[src/rtl/fp_mul_pipe_if.sv]
// Operand/result handshake bundle for the pipelined floating-point multiplier.
// The master drives operands and out_ready; the slave (the multiplier) drives the rest.
interface fp_mul_pipe_if #(
    parameter int EXP_W = 8,
    parameter int MAN_W = 23
);
    localparam int W = 1 + EXP_W + MAN_W;

    logic         in_valid;
    logic         in_ready;
    logic [W-1:0] a;
    logic [W-1:0] b;
    logic         out_valid;
    logic         out_ready;
    logic [W-1:0] result;
    logic [3:0]   flags;

    modport master (
        output in_valid, a, b, out_ready,
        input  in_ready, out_valid, result, flags
    );

    modport slave (
        input  in_valid, a, b, out_ready,
        output in_ready, out_valid, result, flags
    );
endinterface

[src/rtl/fp_mul_pipe.sv]
// Three-stage flush-to-zero floating-point multiplier with round-to-nearest-even
// and a valid/ready elastic pipeline (unpack/classify, multiply, normalise/round/pack).
module fp_mul_pipe #(
    parameter int EXP_W = 8,
    parameter int MAN_W = 23
) (
    input  logic         clk,
    input  logic         rst_n,
    fp_mul_pipe_if.slave bus
);
    localparam int W  = 1 + EXP_W + MAN_W;
    localparam int PW = 2 * MAN_W + 2;
    localparam int EW = EXP_W + 2;
    localparam logic [EW-1:0]        BIAS     = EW'(2 ** (EXP_W - 1) - 1);
    localparam logic signed [EW-1:0] EXP_MAX  = EW'(2 ** EXP_W - 1);
    localparam logic signed [EW-1:0] EXP_ZERO = '0;
    localparam logic [W-1:0]         QNAN     = {1'b0, {EXP_W{1'b1}}, 1'b1, {(MAN_W-1){1'b0}}};

    logic r_v1, r_v2, r_v3;
    logic w_adv1, w_adv2, w_adv3;

    logic [W-1:0] r_result;
    logic [3:0]   r_flags;

    // A stage moves when it is empty or its successor moves, so bubbles collapse.
    assign w_adv3 = !r_v3 || bus.out_ready;
    assign w_adv2 = !r_v2 || w_adv3;
    assign w_adv1 = !r_v1 || w_adv2;

    assign bus.in_ready  = w_adv1;
    assign bus.out_valid = r_v3;
    assign bus.result    = r_result;
    assign bus.flags     = r_flags;

    logic [EXP_W-1:0] w_aExp, w_bExp;
    logic [MAN_W-1:0] w_aMan, w_bMan;
    logic             w_sign;
    logic             w_aZero, w_bZero, w_aInf, w_bInf, w_aNaN, w_bNaN;
    logic             w_spec;
    logic [W-1:0]     w_specRes;
    logic [3:0]       w_specFlags;

    assign w_aExp  = bus.a[W-2:MAN_W];
    assign w_bExp  = bus.b[W-2:MAN_W];
    assign w_aMan  = bus.a[MAN_W-1:0];
    assign w_bMan  = bus.b[MAN_W-1:0];
    assign w_sign  = bus.a[W-1] ^ bus.b[W-1];
    assign w_aZero = (w_aExp == '0);
    assign w_bZero = (w_bExp == '0);
    assign w_aInf  = (w_aExp == '1) && (w_aMan == '0);
    assign w_bInf  = (w_bExp == '1) && (w_bMan == '0);
    assign w_aNaN  = (w_aExp == '1) && (w_aMan != '0);
    assign w_bNaN  = (w_bExp == '1) && (w_bMan != '0);

    // Subnormals count as zero here, so inf x subnormal is also invalid.
    always_comb begin
        w_spec      = 1'b1;
        w_specRes   = {w_sign, {(W-1){1'b0}}};
        w_specFlags = 4'b0000;
        if (w_aNaN || w_bNaN || (w_aInf && w_bZero) || (w_bInf && w_aZero)) begin
            w_specRes   = QNAN;
            w_specFlags = {(w_aNaN && !w_aMan[MAN_W-1]) || (w_bNaN && !w_bMan[MAN_W-1]) ||
                           (w_aInf && w_bZero) || (w_bInf && w_aZero), 3'b000};
        end else if (w_aInf || w_bInf) begin
            w_specRes = {w_sign, {EXP_W{1'b1}}, {MAN_W{1'b0}}};
        end else if (!(w_aZero || w_bZero)) begin
            w_spec = 1'b0;
        end
    end

    logic             r_s1Sign, r_s1Spec;
    logic [EXP_W-1:0] r_s1AExp, r_s1BExp;
    logic [MAN_W:0]   r_s1AMan, r_s1BMan;
    logic [W-1:0]     r_s1SpecRes;
    logic [3:0]       r_s1SpecFlags;

    logic                 r_s2Sign, r_s2Spec;
    logic signed [EW-1:0] r_s2Exp;
    logic [PW-1:0]        r_s2Prod;
    logic [W-1:0]         r_s2SpecRes;
    logic [3:0]           r_s2SpecFlags;

    always_ff @(posedge clk) begin
        if (w_adv1 && bus.in_valid) begin
            r_s1Sign      <= w_sign;
            r_s1AExp      <= w_aExp;
            r_s1BExp      <= w_bExp;
            r_s1AMan      <= {1'b1, w_aMan};
            r_s1BMan      <= {1'b1, w_bMan};
            r_s1Spec      <= w_spec;
            r_s1SpecRes   <= w_specRes;
            r_s1SpecFlags <= w_specFlags;
        end
        if (w_adv2 && r_v1) begin
            r_s2Sign      <= r_s1Sign;
            r_s2Exp       <= EW'(r_s1AExp) + EW'(r_s1BExp) - BIAS;
            r_s2Prod      <= r_s1AMan * r_s1BMan;
            r_s2Spec      <= r_s1Spec;
            r_s2SpecRes   <= r_s1SpecRes;
            r_s2SpecFlags <= r_s1SpecFlags;
        end
    end

    logic                 w_msb, w_guard, w_round, w_sticky, w_roundUp, w_inexact;
    logic [PW-1:0]        w_norm;
    logic [MAN_W+1:0]     w_manRnd;
    logic [MAN_W-1:0]     w_frac;
    logic signed [EW-1:0] w_expFin;
    logic [W-1:0]         w_res3;
    logic [3:0]           w_flags3;

    // After normalising, the leading one sits in the top bit of w_norm.
    assign w_msb     = r_s2Prod[PW-1];
    assign w_norm    = w_msb ? r_s2Prod : {r_s2Prod[PW-2:0], 1'b0};
    assign w_guard   = w_norm[MAN_W];
    assign w_round   = w_norm[MAN_W-1];
    assign w_sticky  = |w_norm[MAN_W-2:0];
    assign w_roundUp = w_guard && (w_round || w_sticky || w_norm[MAN_W+1]);
    assign w_inexact = w_guard || w_round || w_sticky;
    assign w_manRnd  = {1'b0, w_norm[PW-1:MAN_W+1]} + {{(MAN_W+1){1'b0}}, w_roundUp};
    assign w_frac    = w_manRnd[MAN_W+1] ? w_manRnd[MAN_W:1] : w_manRnd[MAN_W-1:0];
    assign w_expFin  = r_s2Exp + EW'(w_msb) + EW'(w_manRnd[MAN_W+1]);

    always_comb begin
        w_res3   = {r_s2Sign, w_expFin[EXP_W-1:0], w_frac};
        w_flags3 = {3'b000, w_inexact};
        if (r_s2Spec) begin
            w_res3   = r_s2SpecRes;
            w_flags3 = r_s2SpecFlags;
        end else if (w_expFin >= EXP_MAX) begin
            w_res3   = {r_s2Sign, {EXP_W{1'b1}}, {MAN_W{1'b0}}};
            w_flags3 = 4'b0101;
        end else if (w_expFin <= EXP_ZERO) begin
            w_res3   = {r_s2Sign, {(W-1){1'b0}}};
            w_flags3 = 4'b0011;
        end
    end

    always_ff @(posedge clk) begin
        if (!rst_n) begin
            r_v1     <= 1'b0;
            r_v2     <= 1'b0;
            r_v3     <= 1'b0;
            r_result <= '0;
            r_flags  <= '0;
        end else begin
            if (w_adv1) r_v1 <= bus.in_valid;
            if (w_adv2) r_v2 <= r_v1;
            if (w_adv3) begin
                r_v3 <= r_v2;
                if (r_v2) begin
                    r_result <= w_res3;
                    r_flags  <= w_flags3;
                end
            end
        end
    end
endmodule

[src/flat_wrapper.sv]
// flat-port wrapper written by rule: the top's interface ports become plain ports
module fp_mul_pipe_flat 
#(
    parameter int EXP_W = 8,
    parameter int MAN_W = 23
)
  (clk, rst_n, bus_in_valid, bus_a, bus_b, bus_out_ready, bus_in_ready, bus_out_valid, bus_result, bus_flags);
  fp_mul_pipe_if #(.EXP_W(EXP_W), .MAN_W(MAN_W)) bus_i ();
  input  logic clk;
  input  logic rst_n;
  input wire logic [$bits(bus_i.in_valid)-1:0] bus_in_valid;
  input wire logic [$bits(bus_i.a)-1:0] bus_a;
  input wire logic [$bits(bus_i.b)-1:0] bus_b;
  input wire logic [$bits(bus_i.out_ready)-1:0] bus_out_ready;
  output wire logic [$bits(bus_i.in_ready)-1:0] bus_in_ready;
  output wire logic [$bits(bus_i.out_valid)-1:0] bus_out_valid;
  output wire logic [$bits(bus_i.result)-1:0] bus_result;
  output wire logic [$bits(bus_i.flags)-1:0] bus_flags;
  assign bus_i.in_valid = bus_in_valid;
  assign bus_i.a = bus_a;
  assign bus_i.b = bus_b;
  assign bus_i.out_ready = bus_out_ready;
  assign bus_in_ready = bus_i.in_ready;
  assign bus_out_valid = bus_i.out_valid;
  assign bus_result = bus_i.result;
  assign bus_flags = bus_i.flags;
  fp_mul_pipe #(.EXP_W(EXP_W), .MAN_W(MAN_W)) u_core (.clk(clk), .rst_n(rst_n), .bus(bus_i));
endmodule
[config.mk]
export PLATFORM = sky130hd
export DESIGN_NAME = fp_mul_pipe_flat
export DESIGN_NICKNAME = d
export VERILOG_FILES = /design/src/rtl/fp_mul_pipe_if.sv /design/src/rtl/fp_mul_pipe.sv /design/src/flat_wrapper.sv
export SDC_FILE = /design/constraint.sdc
export NUM_CORES = 2
export LEC_CHECK = 0
export ABC_AREA = 0
export BUFFER_PORTS_ARGS = -buffer_cell sky130_fd_sc_hd__buf_2
export CAP_MARGIN = 30
export CORE_MARGIN = 2
export CORE_UTILIZATION = 45
export CTS_BUF_LIST = sky130_fd_sc_hd__clkbuf_2 sky130_fd_sc_hd__clkbuf_4 sky130_fd_sc_hd__clkbuf_8
export CTS_CLUSTER_SIZE = 28
export DETAILED_ROUTE_END_ITERATION = 12
export GPL_TIMING_DRIVEN = 1
export PLACE_DENSITY = 0.71
export SLEW_MARGIN = 20
export SYNTH_ARGS = -nofsm -noshare
export SYNTH_HDL_FRONTEND = slang
export SYNTH_SLANG_ARGS = --single-unit
[constraint.sdc]
create_clock -name clk -period 9.1 [get_ports clk]
set_input_delay 0 -clock clk [delete_from_list [all_inputs] [get_ports clk]]
set_output_delay 0 -clock clk [all_outputs]
set_load 0.02 [all_outputs]
Word level (Yosys, flattened, before mapping)
Index checks and enable logic that the tools add are counted.
W data, S select, Z words.
{ "word_totals": {"inputBits": 68, "reg_bits": 235, "elab_cells": 81} }
{ "classes": {"bitwise": 1, "mul": 1, "n_reduce_logical": 40, "n_mux": 10, "add_sub_neg": 5, "eq_ne": 2, "n_lt_le_gt_ge": 2} }
{ "op_table": {"columns": ["op", "count"], "rows": [
  ["$mux W31", 3],
  ["$mul A24 B24 Y48", 1],
  ["$mux W48", 1],
  ["$logic_not A23 Y1", 2],
  ["$reduce_bool A23 Y1", 2],
  ["$mux W32", 1],
  ["$add A24 B1 Y25", 1],
  ["$mux W23", 1],
  ["$reduce_or A22 Y1", 1],
  ["$add A10 B1 Y10", 2],
  ["$eq A8 B8 Y1 const B", 2],
  ["$logic_not A8 Y1", 2],
  ["$logic_or A1 B1 Y1", 15],
  ["$logic_and A1 B1 Y1", 11],
  ["$ge A10 B9 Y1 const B", 1],
  ["$le A10 B1 Y1 const B", 1],
  ["$sub A10 B7 Y10 const B", 1],
  ["$add A8 B8 Y9", 1],
  ["$mux W4", 2],
  ["$logic_not A1 Y1", 5],
  ["$mux W2", 1],
  ["$reduce_and A2 Y1", 1],
  ["$reduce_or A2 Y1", 1],
  ["$mux W1", 1],
  ["$xor A1 B1 Y1", 1]
]} }

Logic depth before layout (Yosys ltp)
{ "depth": {"word_depth": 11, "mapped_depth": 27} }

Least setup slack after synthesis
OpenSTA, ideal clock, no wires.
{ "synth_path": {"path_kind": "reg-to-reg", "from": "reg u_core.r_s1AMan[13]", "to": "reg u_core.r_s2Prod[44] (data pin)", "path_buffers": 1, "setup_time_ns": 0.259, "arrival_time_ns": 6.603, "period_less_slack_ns": 6.862, "setup_slack_ns": 2.238, "stages_incl_launch_ff": 27, "path_cell_list": "edfxtp_1 clkbuf_1 nand2_1 fa_1 inv_1 fa_1 inv_1 fa_1 inv_1 fa_1 inv_1 fa_1 inv_1 fa_1 inv_1 fa_1 inv_1 ha_1 o21ai_0 a21oi_1 a221o_1 a21o_1 a311oi_2 o31ai_4 a21oi_2 nor2_1 a211o_1"} }
{ "synth_via": {"elab_chain_len": 1} }
{ "synth_lines": {"columns": ["element", "line", "rtl"], "rows": [
  ["start: declaration", "fp_mul_pipe.sv:73", "logic [MAN_W:0] r_s1AMan, r_s1BMan;"],
  ["start signal: assignment", "fp_mul_pipe.sv:88", "r_s1AMan <= {1'b1, w_aMan};"],
  ["$mul A24 B24 Y48", "fp_mul_pipe.sv:97", "r_s2Prod <= r_s1AMan * r_s1BMan;"],
  ["end signal: assignment", "fp_mul_pipe.sv:97", null],
  ["end: declaration", "fp_mul_pipe.sv:79", "logic [PW-1:0] r_s2Prod;"]
]} }
Every way passes these cells.
A chain may end at the register's enable or synchronous reset.

Worst setup path after layout
{ "layout_path": {"from": "reg u_core.r_s1AMan[11]", "to": "reg u_core.r_s2Prod[45] (data pin)"} }
Same word-level chain as after synthesis.

==> out/qor.txt <==
RSZ-0062 raised after global routing -> false
CP startpoint kind -> register
Synth area leader -> fa_1
Max Fclk -> 125.5 MHz
Resized cells post-CTS -> 0
Critical Path Fanout Max -> 24
setup TNS -> 0 ns
Routed WL per cell -> 19.49 µm
Top delay family on crit path -> adder cells
clk slew on worst S/H paths -> 0.14 ns
Syn Nets -> 3431
largest net degree at the start of global routing -> 65
Final ANT Viol Nets -> 0
final hold violations -> 0
worst-path cell chain -> nand2_1, fa_1, fa_1, inv_1, fa_1, fa_1, fa_1, fa_1, inv_1, fa_1, inv_1, ha_1, a21oi_1, o21a_1, a2111oi_0, nor3_1, a211oi_1, a31o_1, a21o_1, a31oi_1, xnor2_1
via count -> 19100
Data arrival, critical path -> 8.22 ns
routed wire length -> 70.06 mm
Buf+Inv Stages, Crit Path -> 3
Nets -> 3552
R2R depth -> 21
die height -> 244.5 µm
reg2reg end -> u_core.r_s2Prod[45]
Hold Crit Depth -> 2
Rows -> 88
crit path to -> u_core.r_s2Prod[45]
die area -> 59760 µm²
Reg area -> 4745 µm²
post-CTS setup buffers -> 0
grt ovf -> 0
worst skew pair latency -> 0.52 ns
multi-input logic area -> 18620 µm²
Residual DRC -> 0
CP max-delay cell -> edfxtp_1
cts bufs inserted -> 17
synthesized area per cell -> 9.655 µm²
vias in the first global route -> 20050
register area share after synthesis -> 18.23%
TritonCTS Sinks -> 171
initial antenna violation count -> 2
vias per inst -> 5.312
Synth-to-Final Area Change -> 9.906%
Slew HR -> 28.40%
CTS H-Tree Depth -> 4
ys async rst share -> 0%
Crit. End Element -> register
post-DP HPWL -> 55.56 mm
Worst-Margin Slew -> 1.074 ns
post-synth top area share -> 37.24%
Max Slew Vio Count -> 0
Post-synth EDFFs -> 132
first-pass GRT wire length -> 111.0 mm
I/O pin count -> 106
hold-fix buffers at CTS -> 68
DRT Pass-1 Iters -> 7
layout cells sized above 1 -> 7.565%
Synth area leaders -> fa_1 37%, edfxtp_1 15%, ha_1 8.8%
Hold WC Path Type -> in2reg
clk buf depth -> 2
GR Util All Layers -> 24.31%
worst setup path startpoint -> u_core.r_s1AMan[11]
status -> finished clean
most used cells in the layout excluding fill and tap cells -> 584 x inv_1, 484 x fa_1, 338 x nand2_1
final setup vio count -> 0
period utilization -> 87.54%
Reg2Reg Setup Slack -> 1.13 ns
Yosys reg bits -> 171
reg-to-reg critical path startpoint -> u_core.r_s1AMan[11]
synthesized instance count -> 2695
Final Critical Period -> 7.966 ns
CP Class -> reg2reg
CP most frequent cell -> fa_1
post-synthesis cell area -> 26020 µm²
core area -> 57480 µm²
max incr delay on CP -> 1.06 ns
Initial Util -> 45.27%
clk_skew -> 0.04618 ns
count of different cell masters after synthesis -> 76
root buffer cell -> clkbuf_8
GP Congestion -> 0.9650
Max-Cap Viols -> 0
Synth Flop Type -> edfxtp_1
fill count -> 5276
leading cell type in the layout, fill and taps excluded -> inv_1
port bufs -> 105
die width -> 244.5 µm
Critical Path Stages -> 21
CTS tree -> done
Req. time, crit path -> 9.36 ns
DRT iter0 DRCs -> 1460
yosys warns -> 0
==> state kept, by name, indices dropped and copies added (netlist names), 3 cells and up <==
signal              cells
u_core.r_s1SpecRes      3
u_core.bus.result      32
u_core.r_s1BExp         8
u_core.r_s2Prod        48
u_core.r_s2Exp         10
u_core.bus.flags        4
u_core.r_s1BMan        23
u_core.r_s1AExp         8
u_core.r_s2SpecRes      3
u_core.r_s1AMan        23
==> layout make-up <==
type / instances / area share [%]
clock inverter: 14 / 0.5994
clock buffer: 18 / 0.8444
antenna: 1 / 0.008750
sequential: 171 / 16.59
tap: 765 / 3.347
timing repair buffer: 218 / 5.732
inverter: 589 / 7.775
multi-input combinational: 1819 / 65.10
==> logic make-up after synthesis <==
kind of cell	Yosys count	share of synthesized area (%)
multiplexers	14	0.5482
AND/OR/NAND/NOR	808	15.44
XOR/XNOR	94	3.164
adder cells (fa/ha/maj)	668	46.09
AO/OA/AOI/OAI	235	6.213
flip-flops	171	18.23
buffers and inverters	705	10.31
==> worst min-delay path by stage <==
| stage | endpoint | startpoint |
|---|---|---|
| after global routing | u_core.r_s1AMan[19] | bus_a[19] |
| after CTS | u_core.r_s1AMan[10] | bus_a[10] |
| after floorplan | u_core.r_s1AExp[0] | bus_a[23] |
| final | u_core.r_s1AMan[18] | bus_a[18] |
| after global placement | u_core.r_s1AMan[18] | bus_a[18] |
| after detailed placement | u_core.r_s1AMan[17] | bus_a[17] |
==> stage by stage <==
| step | setup slack, ns | instance area [µm²] | std cells | utilization (%) | hold WS [ns] |
|---|---|---|---|---|---|
| CTS | 1.197 | 28500 | 3589 | 49.59 | 0.1511 |
| finish | 1.134 | 28600 | 3595 | 49.76 | 0.1940 |
| detailed placement | 1.260 | 27410 | 3489 | 47.69 | 0.1944 |
| floorplan | 2.238 | 26020 | 2695 | - | 0.09887 |
| global placement | 1.312 | 27380 | 3487 | 47.64 | 0.1916 |
| global route | 0.8526 | 28600 | 3595 | 49.76 | 0.1902 |
==> cells in the mapped netlist (3+ instances only) <==
library cell and number:
xor2_1 36, edfxtp_1 132, nor2b_1 12, a221o_1 3, a21o_1 29, nand3_1 27
buf_1 3, a211oi_2 3, inv_1 584, nor2_1 83, xnor2_1 58, o211ai_1 4
a22o_1 9, o211a_1 3, nand2b_1 13, ha_1 184, nand2_1 338, and2_1 248
nand4_1 18, a31oi_1 14, a32oi_1 3, a21boi_0 4, dfxtp_1 39, a21oi_1 77
a22oi_1 4, and4b_1 3, nor4_1 22, and3_1 9, clkinv_1 4, fa_1 484
o21bai_1 7, a2111oi_4 3, nor3_1 15, a211oi_1 5, o21ai_0 31, mux2i_1 12
clkbuf_1 103, o21ai_1 12, buf_2 8, or2_2 5
==> per-layer routing <==
metal,part of all wire (%),up-vias,track usage (%)
met5,0,-,0
met4,4.2,0,9.810
met3,8.2,147,4.478
met2,48,803,39.86
met1,40,9652,31.90
li1,-,8494,-
Power is not shown: default switching activity piles up to over one toggle a cycle in this logic, so the estimate is an artifact.
